===== src/rtl/md_pkg.sv =====
// Shared definitions for the iterative multiply/divide unit: op encodings and FSM states.
package md_pkg;

  localparam logic [1:0] MD_OP_MUL  = 2'b00;
  localparam logic [1:0] MD_OP_MULU = 2'b01;
  localparam logic [1:0] MD_OP_DIV  = 2'b10;
  localparam logic [1:0] MD_OP_DIVU = 2'b11;

  typedef enum logic [1:0] {
    MD_IDLE,
    MD_CALC,
    MD_FIX,
    MD_DONE
  } md_state_e;

  // Bit 0 of the op selects the unsigned variant.
  function automatic logic md_op_signed(input logic [1:0] op);
    return ~op[0];
  endfunction

endpackage


===== src/rtl/md_sign_fix.sv =====
// Conditional two's-complement negation; turns a magnitude into a signed value and back.
module md_sign_fix #(
  parameter int unsigned WIDTH = 32
) (
  input  logic [WIDTH-1:0] mag_i,
  input  logic             neg_i,
  output logic [WIDTH-1:0] val_o
);

  assign val_o = neg_i ? -mag_i : mag_i;

endmodule


===== src/rtl/muldiv_iter.sv =====
// Iterative multiply/divide unit: one shift-add or restoring shift-subtract step per clock,
// followed by a single sign-correction cycle and a held result.
module muldiv_iter
  import md_pkg::*;
#(
  parameter int unsigned WIDTH = 32,
  parameter int unsigned CNT_W = $clog2(WIDTH + 1)
) (
  input  logic             clk,
  input  logic             rst_n,
  input  logic             in_valid,
  output logic             in_ready,
  input  logic [1:0]       op,
  input  logic [WIDTH-1:0] a,
  input  logic [WIDTH-1:0] b,
  input  logic             flush,
  output logic             out_valid,
  input  logic             out_ready,
  output logic [WIDTH-1:0] hi,
  output logic [WIDTH-1:0] lo,
  output logic             div_zero
);

  localparam int unsigned AW = 2 * WIDTH + 1;
  // The counter reaches WIDTH on the idle cycle that closes CALC.
  localparam logic [CNT_W-1:0] CntDone = CNT_W'(WIDTH);

  md_state_e        state_q, state_d;
  logic [CNT_W-1:0] cnt_q, cnt_d;
  logic [AW-1:0]    acc_q, acc_d;
  logic [WIDTH-1:0] opnd_q, opnd_d;
  logic [WIDTH-1:0] hi_q, hi_d, lo_q, lo_d;
  logic             is_div_q, is_div_d;
  logic             neg_lo_q, neg_lo_d;
  logic             neg_hi_q, neg_hi_d;
  logic             dz_q, dz_d;
  logic             div_zero_q, div_zero_d;

  // Operand conditioning at accept.
  logic             op_signed, a_neg, b_neg;
  logic [WIDTH-1:0] a_mag, b_mag;

  assign op_signed = md_op_signed(op);
  assign a_neg     = op_signed & a[WIDTH-1];
  assign b_neg     = op_signed & b[WIDTH-1];

  md_sign_fix #(.WIDTH(WIDTH)) u_fix_a (.mag_i(a), .neg_i(a_neg), .val_o(a_mag));
  md_sign_fix #(.WIDTH(WIDTH)) u_fix_b (.mag_i(b), .neg_i(b_neg), .val_o(b_mag));

  // Result sign correction used in FIX.
  logic [2*WIDTH-1:0] prod_fix;
  logic [WIDTH-1:0]   quot_fix, rem_fix;

  md_sign_fix #(.WIDTH(2 * WIDTH)) u_fix_prod (
    .mag_i(acc_q[2*WIDTH-1:0]),
    .neg_i(neg_lo_q),
    .val_o(prod_fix)
  );
  md_sign_fix #(.WIDTH(WIDTH)) u_fix_quot (
    .mag_i(acc_q[WIDTH-1:0]),
    .neg_i(neg_lo_q),
    .val_o(quot_fix)
  );
  md_sign_fix #(.WIDTH(WIDTH)) u_fix_rem (
    .mag_i(acc_q[2*WIDTH-1:WIDTH]),
    .neg_i(neg_hi_q),
    .val_o(rem_fix)
  );

  // Multiply: multiplier sits in the low half and is consumed LSB first.
  logic [WIDTH:0] mul_upper;
  logic [AW-1:0]  mul_next;

  assign mul_upper = acc_q[AW-1:WIDTH] + {1'b0, opnd_q & {WIDTH{acc_q[0]}}};
  assign mul_next  = {1'b0, mul_upper, acc_q[WIDTH-1:1]};

  // Divide: remainder in the upper W+1 bits, quotient bits shift in from the bottom.
  logic [AW-1:0]  div_shift, div_next;
  logic [WIDTH:0] div_trial;

  assign div_shift = {acc_q[2*WIDTH-1:0], 1'b0};
  assign div_trial = div_shift[AW-1:WIDTH] - {1'b0, opnd_q};
  assign div_next  = div_trial[WIDTH] ? div_shift
                                      : {div_trial, div_shift[WIDTH-1:1], 1'b1};

  always_comb begin
    state_d    = state_q;
    cnt_d      = cnt_q;
    acc_d      = acc_q;
    opnd_d     = opnd_q;
    is_div_d   = is_div_q;
    neg_lo_d   = neg_lo_q;
    neg_hi_d   = neg_hi_q;
    dz_d       = dz_q;
    hi_d       = hi_q;
    lo_d       = lo_q;
    div_zero_d = div_zero_q;

    if (flush) begin
      state_d = MD_IDLE;
    end else begin
      unique case (state_q)
        MD_IDLE: begin
          if (in_valid) begin
            state_d  = MD_CALC;
            cnt_d    = '0;
            is_div_d = op[1];
            neg_lo_d = a_neg ^ b_neg;
            neg_hi_d = a_neg;
            dz_d     = op[1] & (b == '0);
            opnd_d   = op[1] ? b_mag : a_mag;
            acc_d    = {{(WIDTH + 1){1'b0}}, (op[1] ? a_mag : b_mag)};
          end
        end
        MD_CALC: begin
          if (cnt_q == CntDone) begin
            state_d = MD_FIX;
          end else begin
            acc_d = is_div_q ? div_next : mul_next;
            cnt_d = cnt_q + CNT_W'(1);
          end
        end
        MD_FIX: begin
          // A zero divisor leaves remainder = dividend; only the quotient is forced.
          hi_d       = is_div_q ? rem_fix : prod_fix[2*WIDTH-1:WIDTH];
          lo_d       = is_div_q ? (dz_q ? '1 : quot_fix) : prod_fix[WIDTH-1:0];
          div_zero_d = dz_q;
          state_d    = MD_DONE;
        end
        MD_DONE: begin
          if (out_ready) state_d = MD_IDLE;
        end
        default: state_d = MD_IDLE;
      endcase
    end
  end

  always_ff @(posedge clk or negedge rst_n) begin
    if (!rst_n) begin
      state_q    <= MD_IDLE;
      cnt_q      <= '0;
      acc_q      <= '0;
      opnd_q     <= '0;
      is_div_q   <= 1'b0;
      neg_lo_q   <= 1'b0;
      neg_hi_q   <= 1'b0;
      dz_q       <= 1'b0;
      hi_q       <= '0;
      lo_q       <= '0;
      div_zero_q <= 1'b0;
    end else begin
      state_q    <= state_d;
      cnt_q      <= cnt_d;
      acc_q      <= acc_d;
      opnd_q     <= opnd_d;
      is_div_q   <= is_div_d;
      neg_lo_q   <= neg_lo_d;
      neg_hi_q   <= neg_hi_d;
      dz_q       <= dz_d;
      hi_q       <= hi_d;
      lo_q       <= lo_d;
      div_zero_q <= div_zero_d;
    end
  end

  assign in_ready  = (state_q == MD_IDLE);
  assign out_valid = (state_q == MD_DONE);
  assign hi        = hi_q;
  assign lo        = lo_q;
  assign div_zero  = div_zero_q;

endmodule


===== config.mk =====
export PLATFORM = sky130hd
export DESIGN_NAME = muldiv_iter
export DESIGN_NICKNAME = d
export VERILOG_FILES = /design/src/rtl/md_pkg.sv /design/src/rtl/md_sign_fix.sv /design/src/rtl/muldiv_iter.sv
export SDC_FILE = /design/constraint.sdc
export NUM_CORES = 1
export LEC_CHECK = 0
export ABC_AREA = 0
export BUFFER_PORTS_ARGS = -buffer_cell sky130_fd_sc_hd__buf_2
export CAP_MARGIN = 20
export CORE_ASPECT_RATIO = 0.6
export CORE_MARGIN = 4
export CORE_UTILIZATION = 55
export CTS_CLUSTER_SIZE = 25
export DETAILED_ROUTE_END_ITERATION = 12
export PLACE_DENSITY = 0.87
export RECOVER_POWER = 25
export SLEW_MARGIN = 10
export SYNTH_ARGS = -nofsm -noshare
export SYNTH_HDL_FRONTEND = slang
export SYNTH_SLANG_ARGS = --single-unit

===== constraint.sdc =====
create_clock -name clk -period 4.4 [get_ports clk]
set_input_delay 0.22 -clock clk [delete_from_list [all_inputs] [get_ports clk]]
set_output_delay 0.22 -clock clk [all_outputs]
set_load 0.01 [all_outputs]

==> results.md <==
* Dpl cells at approximately 2.4k
* Gpl congestion at approximately 1.1
* Crit start category: flip-flop
* Vias in the first global route at 13.9k
* Cells along the critical path: inv_1 -> ha_1 -> fa_1 -> nor2b_1 -> o31a_1 -> o21a_1 -> a311oi_2 -> o221ai_2 -> a21o_1 -> a211oi_1 -> o21bai_1 -> ha_1 -> buf_4 -> nand2_1 -> nor2_2 -> nand4_1 -> nand3_1 -> or3_1
* Antenna Cells at 0
* Clk buf depth at 2
* Crit Path Class: reg2reg
* Slew HR at -1.12
* Max Freq at ~240 MHz
* Largest family of logic cells by synthesized area: compound AO/OA/AOI/OAI gates
* Drc violations at 0
* Psw at around 0.0073 W
* Critical path arrival at approximately 4.5 ns
* Crit-path max FO at 12
* # clock sinks at between 150 and 200
* WL/cell at roughly 21 um
* Combinational power share at 0.665
* Worst Tran Pin Value at between 3 and 4 ns
* Net Sw Frac at 0.526
* Status: complete, but fails checks
* DR pass1 iterations at 6
* Hold/Removal Path Class: in2reg
* Die Y at between 100 and 150 um
* Synth top area share at 0.292
* Clk slew on worst S/H paths at about 0.080 ns
* TritonCTS clock tree: done
* FFs w/ async S/R, synth at 1.00
* Crit path largest cell delay at about 0.42 ns
* Mux contribution to synthesized area at 0.0415
* Global Route Usage Sum at 0.333
* Most used cell along the critical path: ha_1
* Fill cells at around 2.3k
* Maxcap violations at 1
* Mapped Cells at roughly 1.9k
* Routed Antenna Nets at 0
* Cell with the most instances after synthesis: nor2_1
* Final TNS setup at 0 ns
* Failing checks: capacitance limit, slew limit
* Via density at approximately 6.5
* Seq cells post-synth at between 150 and 200
* Worst Path Required at about 4.7 ns
* Top FF cell, synth: dfrtp_1
* First-pass GRT wire length at about 78000 um
* Mapped cell area at roughly 15000 um2
* XOR/XNOR share of the synthesized area at 0.0986
* Overflow after GRT at 0
* Std cell rows at 46
* R2R Setup Slk at roughly 0.2 ns
* Final Setup Violations at 0
* Leakage at around 7.4 nW
* Fin crit share at 0.953
* Synth top area cells: dfrtp_1 29%, a21oi_1 6.3%, ha_1 6.3%
* Non-Filler Instances at between 2k and 2.5k
* Pwr dens at 835 nW/um2
* Top-Level Pins at approximately 140
* Clock share of power at 0.113
* Area leader, netlist: dfrtp_1
* Via count at 15.6k
* Worst-skew pair later-pin latency at between 0.4 and 0.5 ns
* Largest net degree at the start of global routing at about 110
* Reg power frac at 0.222
* Sequential fraction of the synthesis area at 0.292
* Ys Warns at 0
* Slowest CP cell: dfrtp_1
* Share of cells above drive strength 1 at 0.119
* Commonest cells post-synth: 210 x nor2_1, 197 x nand2_1, 189 x a21oi_1, 182 x o21ai_0, 174 x dfrtp_1
* IO buf count at between 100 and 150
* Fin. Hold Viols at 0
* Max Transition Viols Final at 61
* CP endpoint kind: flip-flop
* Synth Area in Compound Gates at 0.253
* Clk_skew at roughly 0.016 ns
* RSZ-0062 raised after global routing: false
* DRT iter0 DRCs at approximately 2.5k
* Synthesized area per cell at 7.81 um2
* Chip width at approximately 220 um
* Syn Nets at between 2k and 2.5k
* Final Critical Period at about 4.2 ns
* Initial antenna violation count at 0
* P_int at about 0.0066 W
* H-tree depth at 4
* Cts bufs inserted at 17
* Simple-Gate Fraction of Synth Area at 0.204
* Starting density of the core at 0.562
* Worst vdd ir at a little under 0.0005 V
* Root Driver: clkbuf_16
* Die area at between 20000 and 30000 um2
* Nets at roughly 2.2k
* Number of synthesized flops with an enable pin at 0
* Core ar. at ~27000 um2
* Synth cell types at 85
* Adder-cell share of the synthesized area at 0.0656
* Layout area overhead at 11.7%
* Post-DP HPWL at a little under 40000 um
* Total Wirelength at around 50000 um
[layout make-up]
| cell class | count | area, um2 | share of cell area |
|---|---|---|---|
| inverters | 70 | 263 | 0.0158 |
| clock inverters | 13 | 150 | 0.00900 |
| repair buffers | 195 | 1090 | 0.0653 |
| well taps | 360 | 450 | 0.0270 |
| flip-flops and latches | 174 | 4360 | 0.261 |
| multi-input cells | 1559 | 9920 | 0.595 |
| clock buffers | 19 | 443 | 0.0266 |
[routing by layer]
metal	routed length, um	GRT usage	vias to the layer above
li1	-	-	7082
met1	22800	0.520	7380
met2	20300	0.456	1049
met3	7320	0.0930	93
met4	862	0.0669	0
met5	0	0	-
[placed cells by master (no fill, tap or decap), types with 18 or more instances in the layout]
master,synthesis,layout
dfrtp_1,174,173
xnor2_1,82,82
nor2b_1,23,22
xor2_1,86,86
mux2_2,27,27
nand3_1,26,26
a21o_1,27,27
nand2_1,197,197
buf_2,0,92
nand2b_1,25,24
nor2_1,210,209
o21ai_0,182,182
mux2i_1,30,30
a21oi_1,189,188
a31oi_1,18,18
nor3_1,36,36
inv_1,69,69
clkbuf_1,94,45
o31ai_1,24,24
a211oi_1,39,39
buf_4,0,55
ha_1,75,74
nor4_1,19,19
[worst paths after layout]
check                                    endpoint                  start  cells after the start
max                         acc_q[58]$_DFFE_PN0P_  acc_q[31]$_DFFE_PN0P_                     18
min                          neg_lo_q$_DFFE_PN0P_                  op[0]                      2
max reg2reg                 acc_q[58]$_DFFE_PN0P_  acc_q[31]$_DFFE_PN0P_                     18
min reg2reg                    hi[28]$_DFFE_PN0P_     hi[28]$_DFFE_PN0P_                      2
max in group asynchronous  opnd_q[11]$_DFFE_PN0P_                  rst_n                      2
min in group asynchronous      hi[19]$_DFFE_PN0P_                  rst_n                      2
[registers in the layout (all words and copies together), names as in the netlist]
signal,count
lo,32
hi,32
neg_lo_q,1
acc_q,65
neg_hi_q,1
state_q,2
dz_q,1
cnt_q,6
is_div_q,1
opnd_q,32
div_zero,1
[critical path, delay by kind of cell, from the launching register on]
family	cells	cell delay, ns
AOI/OAI and AO/OA	7	1.63
and+or+nand+nor	6	0.94
adders and majority gates	3	0.75
DFF	1	0.42
buffers and inverters	2	0.35
[kinds of logic after synthesis]
group,after synthesis
AND/OR/NAND/NOR,639
AO/OA/AOI/OAI,617
buffers and inverters,178
flip-flops,174
XOR/XNOR,168
adder cells (fa/ha/maj),77
multiplexers,58
[per-stage QoR]
| stage | total power (W) | worst slack (ns) | area [um2] | hold slack (ns) | utilization |
|---|---|---|---|---|---|
| after floorplan | 0.00922 | 0.0865 | 14900 | -0.0756 | - |
| after global placement | 0.0118 | 0.369 | 16100 | 0.245 | 0.607 |
| after detailed placement | 0.0120 | 0.224 | 16100 | 0.254 | 0.607 |
| after CTS | 0.0136 | 0.193 | 16700 | 0.0319 | 0.630 |
| after global routing | 0.0148 | 0.0311 | 16700 | 0.0608 | 0.628 |
| final | 0.0139 | 0.206 | 16700 | 0.0556 | 0.628 |
[what timing repair did]
item / 4_1_cts / 5_1_grt
setup endpoints to repair: 0 / 8
gates resized for setup: 0 / 3
hold endpoints to repair: 60 / 0
hold buffers: 2 / 0
setup buffers: 0 / 0
[power groups by stage]
| stage | Clock [W] | Sequential (W) | Combinational [W] |
|---|---|---|---|
| finish | 0.00157 | 0.00309 | 0.00926 |
| global route | 0.00165 | 0.00315 | 0.00997 |
| CTS | 0.00157 | 0.00304 | 0.00899 |
| detailed placement | 0 | 0.00306 | 0.00893 |
| global placement | 0 | 0.00302 | 0.00878 |
| floorplan | 0 | 0.00300 | 0.00622 |
Power figures use the tool's default switching activity.
